===== src/rtl/dac_pkg.sv =====
// dac_pkg: shared constants and FSM state type for the LTC2624 SPI driver.
//   FRAME_BITS       - bits per SPI frame
//   PAD_HI/LO_BITS   - zero padding ahead of / after command+address+data
//   CMD_*, ADDR_ALL  - LTC2624 command and address codes
//   state_t          - frame sequencer states
package dac_pkg;

  localparam int unsigned FRAME_BITS  = 32;
  localparam int unsigned PAD_HI_BITS = 8;
  localparam int unsigned PAD_LO_BITS = 4;

  localparam logic [3:0] CMD_WRITE_UPDATE = 4'b0011;
  localparam logic [3:0] CMD_POWER_DOWN   = 4'b0100;
  localparam logic [3:0] ADDR_ALL         = 4'b1111;

  typedef enum logic [2:0] {
    IDLE,
    SHIFT,
    HOLD,
    DONE,
    GAP
  } state_t;

endpackage


===== src/rtl/dac_sck_gen.sv =====
// dac_sck_gen: SCK phase prescaler.
//   clk_i      system clock
//   rst_i      asynchronous active-high reset
//   en_i       high while a frame is shifting
//   rise_en_o  strobe: SCK goes high at the coming edge
//   fall_en_o  strobe: SCK goes low at the coming edge
// Each phase lasts CLK_DIV cycles. Dropping en_i returns the prescaler to the
// start of a low phase so every frame begins with a full low phase.
module dac_sck_gen #(
  parameter int unsigned CLK_DIV = 2
) (
  input  logic clk_i,
  input  logic rst_i,
  input  logic en_i,
  output logic rise_en_o,
  output logic fall_en_o
);

  localparam int unsigned CW = (CLK_DIV > 1) ? $clog2(CLK_DIV) : 1;
  localparam logic [CW-1:0] LAST = CW'(CLK_DIV - 1);

  logic [CW-1:0] cnt_q, cnt_d;
  logic          high_q, high_d;
  logic          wrap;

  always_comb begin
    wrap      = (cnt_q == LAST);
    rise_en_o = en_i && !high_q && wrap;
    fall_en_o = en_i &&  high_q && wrap;
    cnt_d     = cnt_q;
    high_d    = high_q;
    if (!en_i) begin
      cnt_d  = '0;
      high_d = 1'b0;
    end else if (wrap) begin
      cnt_d  = '0;
      high_d = ~high_q;
    end else begin
      cnt_d = cnt_q + CW'(1);
    end
  end

  always_ff @(posedge clk_i or posedge rst_i) begin
    if (rst_i) begin
      cnt_q  <= '0;
      high_q <= 1'b0;
    end else begin
      cnt_q  <= cnt_d;
      high_q <= high_d;
    end
  end

endmodule


===== src/rtl/dac_spi.sv =====
// dac_spi: serialises {8'h00, command, address, data, 4'h0} to an LTC2624.
//   CLK50MHZ, RST           clock, asynchronous active-high reset
//   data/address/command    frame contents, captured on the trigger edge
//   dactrig                 level request; held high gives back-to-back frames
//   dacdone                 one-cycle pulse at frame completion
//   busy                    frame start through end of inter-frame gap
//   SPI_SCK/SPI_MOSI/DAC_CS SPI pins (SCK idles low, MSB first, CS active-low)
//   DAC_CLR                 active-low DAC clear, released after reset
module dac_spi
  import dac_pkg::*;
#(
  parameter int unsigned CLK_DIV = 2
) (
  input  logic        CLK50MHZ,
  input  logic        RST,
  input  logic [11:0] data,
  input  logic [3:0]  address,
  input  logic [3:0]  command,
  input  logic        dactrig,
  output logic        dacdone,
  output logic        busy,
  output logic        SPI_SCK,
  output logic        SPI_MOSI,
  output logic        DAC_CS,
  output logic        DAC_CLR
);

  localparam int unsigned CW = (CLK_DIV > 1) ? $clog2(CLK_DIV) : 1;
  localparam int unsigned BW = $clog2(FRAME_BITS);
  localparam logic [CW-1:0] WAIT_LAST = CW'(CLK_DIV - 1);

  state_t                  state_q, state_d;
  logic [FRAME_BITS-1:0]   sreg_q, sreg_d;
  logic [19:0]             word_q, word_d;
  logic                    pend_q, pend_d;
  logic [BW-1:0]           bit_q, bit_d;
  logic [CW-1:0]           wait_q, wait_d;
  logic                    cs_q, cs_d;
  logic                    sck_q, sck_d;
  logic                    busy_q, busy_d;
  logic                    done_q, done_d;
  logic                    clr_q;
  logic                    rise_en, fall_en;

  dac_sck_gen #(.CLK_DIV(CLK_DIV)) u_sck_gen (
    .clk_i     (CLK50MHZ),
    .rst_i     (RST),
    .en_i      (state_q == SHIFT),
    .rise_en_o (rise_en),
    .fall_en_o (fall_en)
  );

  // Inputs are captured into word_q on the trigger edge; the shift register
  // loads one edge later. GAP's last edge doubles as a trigger edge so a held
  // dactrig gives a 66*CLK_DIV+2 cycle frame period.
  always_comb begin
    state_d = state_q;
    sreg_d  = sreg_q;
    word_d  = word_q;
    pend_d  = pend_q;
    bit_d   = bit_q;
    wait_d  = wait_q;
    cs_d    = cs_q;
    sck_d   = sck_q;
    busy_d  = busy_q;
    done_d  = 1'b0;
    unique case (state_q)
      IDLE: begin
        cs_d   = 1'b1;
        sck_d  = 1'b0;
        busy_d = 1'b0;
        if (pend_q) begin
          sreg_d  = {{PAD_HI_BITS{1'b0}}, word_q, {PAD_LO_BITS{1'b0}}};
          pend_d  = 1'b0;
          cs_d    = 1'b0;
          busy_d  = 1'b1;
          bit_d   = BW'(FRAME_BITS - 1);
          state_d = SHIFT;
        end else if (dactrig) begin
          word_d = {command, address, data};
          pend_d = 1'b1;
        end
      end
      SHIFT: begin
        if (rise_en) begin
          sck_d = 1'b1;
        end else if (fall_en) begin
          sck_d  = 1'b0;
          sreg_d = {sreg_q[FRAME_BITS-2:0], 1'b0};
          if (bit_q == '0) begin
            wait_d  = '0;
            state_d = HOLD;
          end else begin
            bit_d = bit_q - BW'(1);
          end
        end
      end
      HOLD: begin
        if (wait_q == WAIT_LAST) begin
          cs_d    = 1'b1;
          done_d  = 1'b1;
          state_d = DONE;
        end else begin
          wait_d = wait_q + CW'(1);
        end
      end
      DONE: begin
        wait_d  = '0;
        state_d = GAP;
      end
      GAP: begin
        if (wait_q == WAIT_LAST) begin
          busy_d  = 1'b0;
          state_d = IDLE;
          if (dactrig) begin
            word_d = {command, address, data};
            pend_d = 1'b1;
          end
        end else begin
          wait_d = wait_q + CW'(1);
        end
      end
      default: state_d = IDLE;
    endcase
  end

  always_ff @(posedge CLK50MHZ or posedge RST) begin
    if (RST) begin
      state_q <= IDLE;
      sreg_q  <= '0;
      word_q  <= '0;
      pend_q  <= 1'b0;
      bit_q   <= '0;
      wait_q  <= '0;
      cs_q    <= 1'b1;
      sck_q   <= 1'b0;
      busy_q  <= 1'b0;
      done_q  <= 1'b0;
      clr_q   <= 1'b0;
    end else begin
      state_q <= state_d;
      sreg_q  <= sreg_d;
      word_q  <= word_d;
      pend_q  <= pend_d;
      bit_q   <= bit_d;
      wait_q  <= wait_d;
      cs_q    <= cs_d;
      sck_q   <= sck_d;
      busy_q  <= busy_d;
      done_q  <= done_d;
      clr_q   <= 1'b1;
    end
  end

  assign dacdone  = done_q;
  assign busy     = busy_q;
  assign SPI_SCK  = sck_q;
  assign SPI_MOSI = sreg_q[FRAME_BITS-1];
  assign DAC_CS   = cs_q;
  assign DAC_CLR  = clr_q;

endmodule

===== config.mk =====
export PLATFORM = sky130hd
export DESIGN_NAME = dac_spi
export DESIGN_NICKNAME = d
export VERILOG_FILES = /design/src/rtl/dac_pkg.sv /design/src/rtl/dac_sck_gen.sv /design/src/rtl/dac_spi.sv
export SDC_FILE = /design/constraint.sdc
export NUM_CORES = 1
export LEC_CHECK = 0
export ABC_CLOCK_PERIOD_IN_PS = 2500
export BUFFER_PORTS_ARGS = -buffer_cell sky130_fd_sc_hd__buf_2
export CAP_MARGIN = 10
export CORE_ASPECT_RATIO = 1.5
export CORE_MARGIN = 3
export CORE_UTILIZATION = 45
export DETAILED_ROUTE_END_ITERATION = 12
export SLEW_MARGIN = 10
export SYNTH_ARGS = -nofsm -noshare
export SYNTH_HDL_FRONTEND = slang
export SYNTH_SLANG_ARGS = --single-unit

===== constraint.sdc =====
create_clock -name CLK50MHZ -period 2.5 [get_ports CLK50MHZ]
set_input_delay 0.5 -clock CLK50MHZ [delete_from_list [all_inputs] [get_ports CLK50MHZ]]
set_output_delay 0.5 -clock CLK50MHZ [all_outputs]
set_load 0.005 [all_outputs]

==> results.ini <==
[placement]
hpwl_microns = 3180
placed_area_sq_um = 3180
port_buffers = 28
routabilityCongestion = 0.771
dp_worst_setup_slack_ns = 0.599

[setup_path]
worstPathCellList = or3b_1, or3_1, o221a_1
cp.arrival_ns = 2.11
slowest_delay_ns = 0.61
setup.worst_path.class = reg2reg
worstPathMaxFanout = 13
crit_path_start_kind = flop
crit_buf_inv = 0
critPathLaunch = state_q[2]$_DFFE_PP0P_
worst_path_max_delay_cell = or3b_1
path_delay_family = simple AND/OR/NAND/NOR gates
crit-reg2reg-launch = state_q[2]$_DFFE_PP0P_
cp-end-kind = flop
crit_required_ns = 2.72

[timing]
grt_setup_unrepaired = false
whs_ns = 0.215
layout_setup_ws_ns = 0.610
period_share_pct = 75.6
finClkSkew_ns = 0.00746
finalHoldViolations = 0
final.setup.tns_ns = 0
worst_pin_slew_ns = 0.644
setup_viol = 0
slew_violations = 0
fmax_mhz = 529
slew_headroom_pct = 56.5
min_period_ns = 1.89

[yosys]
synthTopCellsByArea = dfrtp_1, mux2_2, mux2i_1
yosys_warnings = 0
syn_area_sq_um = 2980
synth_seq_cells = 65
synth.net_count = 250
synth_cell_types = 43
synth-simple-area-share_pct = 7.73
yosysTopAreaCell = dfrtp_1
synth_top_family_by_area = multiplexers
synth_compound_area_share_pct = 6.22
ys_seq_area_share_pct = 54.6
synth-xor-area-share_pct = 0.588
synth_fa_ha_area_share_pct = 0.420
synth_top_area_share_pct = 53.8
syn_inst = 226
syn_avg_cell_area_sq_um = 13.2
muxShareOfSynthArea_pct = 25.6

[global_route]
grt_max_degree = 66
grt_pass1_vias = 1883
grt_pass1_wl_microns = 8470
globalRoute.totalOverflow = 0
antenna_found_initial = 0
grt_usage_pct = 14.3

[clocking]
post-cts-setup-buffer-count = 0
htreeDepth = 3
numClockSinks = 65
clk_latency_ns = 0.33
cts_made_buffers = 9
ctsResizeCount = 0
cts_buffer_depth = 2
cts_hold_buffers = 0
cts-root-buf = clkbuf_8
cts.clk_slew.worst_paths_ns = 0.07
cts_tree = yes

[detailed_routing]
via_per_inst = 5.25
drtAntennaViolNets = 0
drc = 0
drtIter0Drc = 78
wirelength_microns = 4870
vias = 1769
wl_per_cell_microns = 14.5
drt_pass1_iterations = 4

[finish]
layout_commonest_cell = dfrtp_1
syn_to_final_growth_pct = 13.3
stdcell_area_sq_um = 3380
fin_nets = 282
multi_input_area_sq_um = 1220
layout_common_cells = dfrtp_1, mux2_2, buf_2, inv_1, clkbuf_8
layout-drive-gt1-share_pct = 44.9
antennaDiodeCount = 0
fillerInstances = 554
seq_area_sq_um = 1630

[power_and_ir_drop]
p_leak_nw = 1.55
power_density_nw_per_um2 = 1160
seqPwrFrac_pct = 45.1
p_int_mw = 2.77
p_total_mw = 3.93
switchingPower_mw = 1.16
p_sw_share_pct = 29.6
p_comb_share_pct = 32.9
ir_drop_uv = 456
pwr-share-clk_pct = 22.0

[floorplan]
fp.dieW_microns = 72.4
num_rows = 35
start_util_pct = 47.6
die-area_sq_um = 7650
core_sq_um = 6260
dieHeight_microns = 106
pin_count = 29

[flow_run]
drv_cap = 0

[outcome]
status = finished clean

[min_path]
min_path_type = in2async

synth_stat cells:
cell and instances:
or3_1 2, a21o_1 2, or3b_1 2, nand2b_1 6, inv_1 14, a211oi_4 1, or4_1 1, nor4b_1 2
xor2_1 1, o311ai_0 1, a2bb2oi_1 1, a31oi_1 2, nand2_1 9, o22a_1 1, buf_8 2, o221a_2 1
o32a_1 1, mux2_2 57, conb_1 1, o21bai_2 1, nor3_1 2, o22ai_1 1, nand3_2 1, buf_4 3
or2_2 2, ha_1 1, o21ai_0 2, nor3b_1 1, a21oi_1 1, mux2_4 4, o32ai_1 1, nand3_1 3
xnor2_1 1, dfstp_2 1, o31ai_1 2, buf_2 7, a211oi_1 2, o221a_1 1, mux2i_1 6, nand4_1 3
dfrtp_1 64, nor2_1 8, o21a_1 1
state kept, by name, indices dropped and copies added, names as in the netlist, 3 cells and up:
| signal | count |
|---|---|
| sreg_q | 28 |
| word_q | 20 |
| bit_q | 5 |
| state_q | 3 |
tightest hold or removal path: stages:
cell    delay [ns]
buf_2         0.10
inv_2         0.06
buf_12        0.29
cell families after synthesis:
| kind of cell | count (synthesis) |
|---|---|
| compound gates | 22 |
| mux | 67 |
| other cells | 1 |
| buf+inv | 26 |
| xor+xnor | 2 |
| flops | 65 |
| simple gates | 42 |
| fa+ha+maj | 1 |
layout make-up:
type / instances / share of cell area, %
clock inverter: 5 / 1.63
inverter: 14 / 1.56
multi-input combinational: 135 / 36.0
timing repair buffer: 33 / 5.63
clock buffer: 11 / 4.19
sequential: 65 / 48.2
tap: 74 / 2.74
through the flow:
step	utilization (%)	cells
6_report	53.9	337
5_1_grt	53.9	337
4_1_cts	53.9	337
3_5_place_dp	50.8	321
3_3_place_gp	50.8	321
2_1_floorplan	-	226
power by group through the flow:
stage	registers, mW	logic [mW]	clock network [mW]
6_report	1.77	1.29	0.864
5_1_grt	1.84	1.45	0.937
4_1_cts	1.78	1.32	0.899
3_5_place_dp	1.80	1.32	0
3_3_place_gp	1.79	1.29	0
2_1_floorplan	1.69	1.19	0
layer usage:
layer | share of wire [%] | vias up | global-route usage, % | wire, microns
met4 | 1.6 | 0 | 5.54 | 76
met3 | 3.3 | 6 | 4.68 | 162
met5 | 0 | - | 0 | 0
met1 | 44 | 881 | 16.9 | 2150
met2 | 51 | 23 | 23.9 | 2480
li1 | - | 859 | - | -
final timing paths:
kind	end	slack [ns]	cells past startpoint
setup reg to reg	bit_q[0]$_DFFE_PP0P_	0.61	3
hold reg to reg	busy$_DFFE_PP0P_	0.48	1
max in group asynchronous	DAC_CS$_DFFE_PP1P_	1.95	3
min in group CLK50MHZ	word_q[13]$_DFFE_PP0P_	0.39	2
hold / removal	word_q[2]$_DFFE_PP0P_	0.21	3
setup / recovery	bit_q[0]$_DFFE_PP0P_	0.61	3
(Power assumes the default switching activity.)
